--- config.mk ---
export PLATFORM = sky130hd
export DESIGN_NAME = mips_mc_controller_flat
export DESIGN_NICKNAME = d
export VERILOG_FILES = /design/src/rtl/mips_mc_controller_if.sv /design/src/rtl/mips_mc_controller.sv /design/src/flat_wrapper.sv
export SDC_FILE = /design/constraint.sdc
export NUM_CORES = 1
export LEC_CHECK = 0
export CORE_ASPECT_RATIO = 0.9
export CORE_UTILIZATION = 42
export CTS_CLUSTER_SIZE = 10
export DETAILED_ROUTE_END_ITERATION = 8
export PLACE_DENSITY = 0.94
export SKIP_LAST_GASP = 1
export SLEW_MARGIN = 0
export SYNTH_ARGS = -nofsm -noshare
export SYNTH_HDL_FRONTEND = slang
export SYNTH_SLANG_ARGS = --single-unit
--- constraint.sdc ---
create_clock -name clk -period 3.47 [get_ports clk]
set_input_delay 0.694 -clock clk [delete_from_list [all_inputs] [get_ports clk]]
set_output_delay 0.694 -clock clk [all_outputs]
set_load 0.005 [all_outputs]
--- src/rtl/mips_mc_controller_if.sv ---
// rtl/mips_mc_controller_if.sv - instruction fields in, datapath controls out of the multicycle MIPS controller
interface mips_mc_controller_if #(
  parameter int STATE_W = 4
);
  logic [5:0]         op;
  logic [5:0]         funct;
  logic               zero;
  logic               mem_ready;
  logic               iord;
  logic               memwrite;
  logic               irwrite;
  logic               regdst;
  logic               memtoreg;
  logic               regwrite;
  logic               alusrca;
  logic [1:0]         alusrcb;
  logic [1:0]         pcsrc;
  logic               pcen;
  logic [2:0]         alucontrol;
  logic               illegal;
  logic [STATE_W-1:0] dbg_state;

  modport master (
    input  op, funct, zero, mem_ready,
    output iord, memwrite, irwrite, regdst, memtoreg, regwrite, alusrca,
           alusrcb, pcsrc, pcen, alucontrol, illegal, dbg_state
  );

  modport slave (
    output op, funct, zero, mem_ready,
    input  iord, memwrite, irwrite, regdst, memtoreg, regwrite, alusrca,
           alusrcb, pcsrc, pcen, alucontrol, illegal, dbg_state
  );
endinterface

--- src/rtl/mips_mc_controller.sv ---
// rtl/mips_mc_controller.sv - Moore control FSM and ALU decoder for the multicycle MIPS core
// Memory states wait on mem_ready so the unified memory may take several cycles.
module mips_mc_controller #(
  parameter int STATE_W = 4
) (
  input  logic                 clk,
  input  logic                 reset,
  mips_mc_controller_if.master bus
);
  typedef enum logic [STATE_W-1:0] {
    FETCH   = STATE_W'(0),
    DECODE  = STATE_W'(1),
    MEMADR  = STATE_W'(2),
    MEMRD   = STATE_W'(3),
    MEMWB   = STATE_W'(4),
    MEMWR   = STATE_W'(5),
    EXECUTE = STATE_W'(6),
    ALUWB   = STATE_W'(7),
    BRANCH  = STATE_W'(8),
    ADDIEX  = STATE_W'(9),
    ADDIWB  = STATE_W'(10),
    JUMP    = STATE_W'(11)
  } state_t;

  localparam logic [5:0] OP_RTYPE = 6'b000000;
  localparam logic [5:0] OP_LW    = 6'b100011;
  localparam logic [5:0] OP_SW    = 6'b101011;
  localparam logic [5:0] OP_BEQ   = 6'b000100;
  localparam logic [5:0] OP_BNE   = 6'b000101;
  localparam logic [5:0] OP_ADDI  = 6'b001000;
  localparam logic [5:0] OP_J     = 6'b000010;

  state_t     state_q, state_d;
  logic       pcwrite, branch_eq, branch_ne, irwrite, memwrite, regwrite, illegal;
  logic [1:0] aluop;

  always_ff @(posedge clk or negedge reset) begin
    if (!reset) state_q <= FETCH;
    else        state_q <= state_d;
  end

  always_comb begin
    state_d         = FETCH;
    pcwrite         = 1'b0;
    branch_eq       = 1'b0;
    branch_ne       = 1'b0;
    irwrite         = 1'b0;
    memwrite        = 1'b0;
    regwrite        = 1'b0;
    illegal         = 1'b0;
    aluop           = 2'b00;
    bus.iord        = 1'b0;
    bus.regdst      = 1'b0;
    bus.memtoreg    = 1'b0;
    bus.alusrca     = 1'b0;
    bus.alusrcb     = 2'b00;
    bus.pcsrc       = 2'b00;
    case (state_q)
      FETCH: begin
        bus.alusrcb = 2'b01;
        irwrite     = bus.mem_ready;
        pcwrite     = bus.mem_ready;
        state_d     = bus.mem_ready ? DECODE : FETCH;
      end
      DECODE: begin
        bus.alusrcb = 2'b11;
        case (bus.op)
          OP_LW, OP_SW:   state_d = MEMADR;
          OP_RTYPE:       state_d = EXECUTE;
          OP_BEQ, OP_BNE: state_d = BRANCH;
          OP_ADDI:        state_d = ADDIEX;
          OP_J:           state_d = JUMP;
          default:        illegal = 1'b1;
        endcase
      end
      MEMADR: begin
        bus.alusrca = 1'b1;
        bus.alusrcb = 2'b10;
        state_d     = (bus.op == OP_SW) ? MEMWR : MEMRD;
      end
      MEMRD: begin
        bus.iord = 1'b1;
        state_d  = bus.mem_ready ? MEMWB : MEMRD;
      end
      MEMWB: begin
        bus.memtoreg = 1'b1;
        regwrite     = 1'b1;
      end
      MEMWR: begin
        bus.iord = 1'b1;
        memwrite = 1'b1;
        state_d  = bus.mem_ready ? FETCH : MEMWR;
      end
      EXECUTE: begin
        bus.alusrca = 1'b1;
        aluop       = 2'b10;
        state_d     = ALUWB;
      end
      ALUWB: begin
        bus.regdst = 1'b1;
        regwrite   = 1'b1;
      end
      BRANCH: begin
        bus.alusrca = 1'b1;
        aluop       = 2'b01;
        bus.pcsrc   = 2'b01;
        branch_eq   = (bus.op == OP_BEQ);
        branch_ne   = (bus.op == OP_BNE);
      end
      ADDIEX: begin
        bus.alusrca = 1'b1;
        bus.alusrcb = 2'b10;
        state_d     = ADDIWB;
      end
      ADDIWB:  regwrite = 1'b1;
      JUMP: begin
        bus.pcsrc = 2'b10;
        pcwrite   = 1'b1;
      end
      default: state_d = FETCH;
    endcase
  end

  // Unknown funct codes fall back to add rather than raising illegal.
  always_comb begin
    bus.alucontrol = 3'b010;
    case (aluop)
      2'b01: bus.alucontrol = 3'b110;
      2'b10: begin
        case (bus.funct)
          6'b100010: bus.alucontrol = 3'b110;
          6'b100100: bus.alucontrol = 3'b000;
          6'b100101: bus.alucontrol = 3'b001;
          6'b101010: bus.alucontrol = 3'b111;
          default:   bus.alucontrol = 3'b010;
        endcase
      end
      default: bus.alucontrol = 3'b010;
    endcase
  end

  // Write strobes are held off for as long as reset is low, not just until the next edge.
  assign bus.irwrite   = reset & irwrite;
  assign bus.memwrite  = reset & memwrite;
  assign bus.regwrite  = reset & regwrite;
  assign bus.illegal   = reset & illegal;
  assign bus.pcen      = reset & (pcwrite | (branch_eq & bus.zero) | (branch_ne & ~bus.zero));
  assign bus.dbg_state = state_q;
endmodule
--- src/flat_wrapper.sv ---
// flat-port wrapper written by rule: the top's interface ports become plain ports
module mips_mc_controller_flat 
#(
  parameter int STATE_W = 4
)
  (clk, reset, bus_op, bus_funct, bus_zero, bus_mem_ready, bus_iord, bus_memwrite, bus_irwrite, bus_regdst, bus_memtoreg, bus_regwrite, bus_alusrca, bus_alusrcb, bus_pcsrc, bus_pcen, bus_alucontrol, bus_illegal, bus_dbg_state);
  mips_mc_controller_if #(.STATE_W(STATE_W)) bus_i ();
  input  logic clk;
  input  logic reset;
  input wire logic [$bits(bus_i.op)-1:0] bus_op;
  input wire logic [$bits(bus_i.funct)-1:0] bus_funct;
  input wire logic [$bits(bus_i.zero)-1:0] bus_zero;
  input wire logic [$bits(bus_i.mem_ready)-1:0] bus_mem_ready;
  output wire logic [$bits(bus_i.iord)-1:0] bus_iord;
  output wire logic [$bits(bus_i.memwrite)-1:0] bus_memwrite;
  output wire logic [$bits(bus_i.irwrite)-1:0] bus_irwrite;
  output wire logic [$bits(bus_i.regdst)-1:0] bus_regdst;
  output wire logic [$bits(bus_i.memtoreg)-1:0] bus_memtoreg;
  output wire logic [$bits(bus_i.regwrite)-1:0] bus_regwrite;
  output wire logic [$bits(bus_i.alusrca)-1:0] bus_alusrca;
  output wire logic [$bits(bus_i.alusrcb)-1:0] bus_alusrcb;
  output wire logic [$bits(bus_i.pcsrc)-1:0] bus_pcsrc;
  output wire logic [$bits(bus_i.pcen)-1:0] bus_pcen;
  output wire logic [$bits(bus_i.alucontrol)-1:0] bus_alucontrol;
  output wire logic [$bits(bus_i.illegal)-1:0] bus_illegal;
  output wire logic [$bits(bus_i.dbg_state)-1:0] bus_dbg_state;
  assign bus_i.op = bus_op;
  assign bus_i.funct = bus_funct;
  assign bus_i.zero = bus_zero;
  assign bus_i.mem_ready = bus_mem_ready;
  assign bus_iord = bus_i.iord;
  assign bus_memwrite = bus_i.memwrite;
  assign bus_irwrite = bus_i.irwrite;
  assign bus_regdst = bus_i.regdst;
  assign bus_memtoreg = bus_i.memtoreg;
  assign bus_regwrite = bus_i.regwrite;
  assign bus_alusrca = bus_i.alusrca;
  assign bus_alusrcb = bus_i.alusrcb;
  assign bus_pcsrc = bus_i.pcsrc;
  assign bus_pcen = bus_i.pcen;
  assign bus_alucontrol = bus_i.alucontrol;
  assign bus_illegal = bus_i.illegal;
  assign bus_dbg_state = bus_i.dbg_state;
  mips_mc_controller #(.STATE_W(STATE_W)) u_core (.clk(clk), .reset(reset), .bus(bus_i));
endmodule
==> flow_metrics.env, run 1 <==
export IMPL_transition_at_the_pin_with_the_smallest_max_transition_slack_ns=0.513
export IMPL_synthesis_instances=93
export IMPL_dpl_instance_area_sq_mm=0.00106
export IMPL_vias=819
export IMPL_ant_diodes=0
export IMPL_cts_hold_repair_buffers=0
export IMPL_worstPathMaxFanout=6
export IMPL_initial_cell_density_of_the_core=0.463
export IMPL_drive_above_1_share=0.0930
export IMPL_fin_nets=150
export IMPL_finalClockSkew_ns=0.00453
export IMPL_unique_masters_post_synth=41
export IMPL_core_area_sq_mm=0.00150
export IMPL_met3_usage=0.0450
export IMPL_layout_cells_most_common_list="35 x sky130_fd_sc_hd__clkdlybuf4s50_1, 8 x sky130_fd_sc_hd__nor2_1, 7 x sky130_fd_sc_hd__nand2_1"
export IMPL_largest_register_ff_count=4
export IMPL_synth_edff_count=0
export IMPL_critical_path_arrival_ns=2.64
export IMPL_slew_limit_headroom=0.658
export IMPL_hp_class="reg2reg"
export IMPL_numPortBuffers=35
export IMPL_place_worst_setup_slack_ns=0.0723
export IMPL_numClockSinks=4
export IMPL_post_cts_resized_instances=0
export IMPL_clock_fmax_ghz=0.300
export IMPL_use_met1=0.282
export IMPL_ctsRootBufferMaster="sky130_fd_sc_hd__clkbuf_4"
export IMPL_setup_worst_path_class="in2out"
export IMPL_asyncSetResetFlopFracSynth=1.00
export IMPL_first_global_vias=696
export IMPL_period_share=0.961
export IMPL_setup_ws_ns=0.134
export IMPL_gr_usage_all_layers=0.237
export IMPL_static_leakage_power_nw=0.414
export IMPL_max_vdd_ir_drop_mv=0.426
export IMPL_layout_cell_area_non_filler_sq_mm=0.00109
export IMPL_r2r_start="u_core.bus.dbg_state[2]$_DFF_PN0_"
export IMPL_layout_overhead_on_the_synthesized_area_pct=57.6
export IMPL_netlist_area_sq_um=693
export IMPL_detailed_route_iter0_violations=20
export IMPL_cp_end_kind="output pin"
export IMPL_post_drt_wl_per_cell_microns=13.1
export IMPL_drc=0
export IMPL_fin_setup_tns_ns=0
export IMPL_synth_seq_area_share=0.144
export IMPL_clkSlewWorstSetupHoldPaths_ns=0.04
export IMPL_floorplan_io_pins=36
export IMPL_finalCoreUtilization=0.730
export IMPL_cap_violations=0
export IMPL_final_hold_viol_count=0
export IMPL_cts_buffer_depth=2
export IMPL_required_arrival_time_at_the_worst_endpoint_ns=2.78
export IMPL_rr_worst_depth=4
export IMPL_ys_warn_count=0
export IMPL_commonest_non_fill_non_tap_cell_in_the_layout="sky130_fd_sc_hd__clkdlybuf4s50_1"
export IMPL_setup_repair_after_global_routing_missed_its_margin="false"
export IMPL_fill_cells=131
export IMPL_synth_seq_cells=4
export IMPL_postCtsSetupBuffers=0
export IMPL_fp_dieArea_sq_mm=0.00182
export IMPL_post_dp_hpwl_microns=1570
export IMPL_synth_area_per_cell_sq_um=7.45
export IMPL_top_usage_layer="met2"
export IMPL_timing_critical_path_to="bus_illegal"
export IMPL_synth_fp_nets=112
export IMPL_number_of_antenna_violations_at_the_first_check_in_global_routing=0
export IMPL_run_status="finished clean"
export IMPL_numCtsBuffers=3
export IMPL_source_of_the_critical_timing_path="bus_op[3]"
export IMPL_drt_vias_per_instance=5.42
export IMPL_ant_nets=0
export IMPL_min_period_ns=3.34
export IMPL_grt_start_max_net_pins=18
export IMPL_worst_setup_path_start_kind="primary input"
export IMPL_powerDensity_mw_per_mm2=462
export IMPL_std_cell_rows=13
export IMPL_die_w_microns=44.8
export IMPL_report_final_setup_viol=0
export IMPL_grtUsageMet2=0.401
export IMPL_crit_reg2reg_capture="u_core.bus.dbg_state[0]$_DFF_PN0_"
export IMPL_post_route_wl_microns=1980
export IMPL_tritoncts_clock_tree="done"
export IMPL_slew_viol_final=0
export IMPL_clock_insertion_delay_worst_skew_ns=0.23
export IMPL_reg2reg_slack_ns=2.01
export IMPL_postSynth_topFlopCell="sky130_fd_sc_hd__dfrtp_1"
export IMPL_grt_overflow=0
export IMPL_first_pass_grt_wire_length_microns=2990
export IMPL_htree_levels=1
export IMPL_floorplan_die_height_microns=40.5
export IMPL_drtPass1Iterations=4
export IMPL_final_weighted_congestion_of_routability_driven_global_placement=0.883
export IMPL_final_hold_worst_slack_ns=0.636
==> metal layers <==
metal | vias to the layer above | part of all wire
met3 | 2 | 0.054
met4 | 0 | 0.014
met2 | 28 | 0.49
li1 | 417 | -
met1 | 372 | 0.44
met5 | - | 0
==> synthesized netlist by cell type, types with 2 or more instances <==
master / number / area (sq um)
sky130_fd_sc_hd__nor2_1: 8 / 30.0
sky130_fd_sc_hd__nand4b_1: 2 / 17.5
sky130_fd_sc_hd__nand2_1: 7 / 26.3
sky130_fd_sc_hd__a21oi_1: 6 / 30.0
sky130_fd_sc_hd__mux2i_1: 2 / 20.0
sky130_fd_sc_hd__ha_1: 3 / 37.5
sky130_fd_sc_hd__dfrtp_1: 4 / 100
sky130_fd_sc_hd__nand3_1: 4 / 20.0
sky130_fd_sc_hd__nand3b_1: 3 / 22.5
sky130_fd_sc_hd__and3_1: 2 / 12.5
sky130_fd_sc_hd__inv_1: 4 / 15.0
sky130_fd_sc_hd__buf_2: 2 / 10.0
sky130_fd_sc_hd__nor3_2: 2 / 20.0
sky130_fd_sc_hd__nor3b_1: 2 / 15.0
sky130_fd_sc_hd__o21ai_0: 3 / 15.0
sky130_fd_sc_hd__nand2b_1: 3 / 18.8
sky130_fd_sc_hd__nor2b_1: 5 / 31.3
sky130_fd_sc_hd__xnor2_1: 2 / 17.5
sky130_fd_sc_hd__nor4b_1: 2 / 17.5
sky130_fd_sc_hd__nor3_1: 6 / 30.0
==> metrics by stage <==
| stage | instances | power (mW) |
|---|---|---|
| after floorplan | 93 | 0.288 |
| after global placement | 148 | 0.436 |
| after detailed placement | 148 | 0.445 |
| after CTS | 151 | 0.504 |
| after global routing | 151 | 0.544 |
| final | 151 | 0.504 |
==> kinds of logic after synthesis <==
logic type      synth area share
xor+xnor                  0.0379
mux                       0.0289
buf+inv                   0.0523
simple gates               0.498
fa+ha+maj                 0.0542
compound gates             0.184
flops                      0.144
==> how the worst min path moves through the flow <==
stage                                 startpoint                           endpoint  slack (ns)  depth (start not counted)
3_5_place_dp   u_core.bus.dbg_state[3]$_DFF_PN0_  u_core.bus.dbg_state[0]$_DFF_PN0_        0.63                          2
2_1_floorplan                              reset  u_core.bus.dbg_state[0]$_DFF_PN0_        0.40                          0
6_report       u_core.bus.dbg_state[3]$_DFF_PN0_  u_core.bus.dbg_state[0]$_DFF_PN0_        0.64                          2
4_1_cts        u_core.bus.dbg_state[3]$_DFF_PN0_  u_core.bus.dbg_state[0]$_DFF_PN0_        0.63                          2
5_1_grt        u_core.bus.dbg_state[3]$_DFF_PN0_  u_core.bus.dbg_state[0]$_DFF_PN0_        0.66                          2
3_3_place_gp   u_core.bus.dbg_state[3]$_DFF_PN0_  u_core.bus.dbg_state[0]$_DFF_PN0_        0.63                          2
==> critical path: stages <==
cell and delay [ns]:
sky130_fd_sc_hd__clkdlybuf4s50_1 0.61, sky130_fd_sc_hd__nor2_2 0.12, sky130_fd_sc_hd__a211oi_1 0.28, sky130_fd_sc_hd__nor3_1 0.12, sky130_fd_sc_hd__a2111oi_2 0.25, sky130_fd_sc_hd__clkdlybuf4s50_1 0.57
==> final cells by class <==
class,count,area (sq um),share of cell area
Sequential cell,4,100,0.0916
Tap cell,22,27.5,0.0252
Timing Repair Buffer,37,365,0.334
Inverter,4,15.0,0.0137
Clock buffer,3,22.5,0.0206
Multi-Input combinational cell,81,562,0.514
==> report_power, final <==
| part | internal (mW) | switching [mW] | leakage, nW | total [mW] |
|---|---|---|---|---|
| registers | 0.0611 | 0.0511 | 0.0525 | 0.112 |
| clock network | 0.0385 | 0.0167 | 0.0138 | 0.0552 |
| logic | 0.195 | 0.142 | 0.348 | 0.337 |
| total | 0.295 | 0.210 | 0.414 | 0.504 |
(Power assumes the default switching activity.)
==> run 2: changes to the inputs <==
Settings changed: SLEW_MARGIN 0 to default.
==> results of run 2 <==
No change in the layout: final DEF, timing and power equal those of run 1.
==> run 3: changes to the inputs <==
Settings changed: CAP_MARGIN from default to 20.
==> results of run 3 <==
No change in the layout: final DEF, timing and power equal those of run 1.
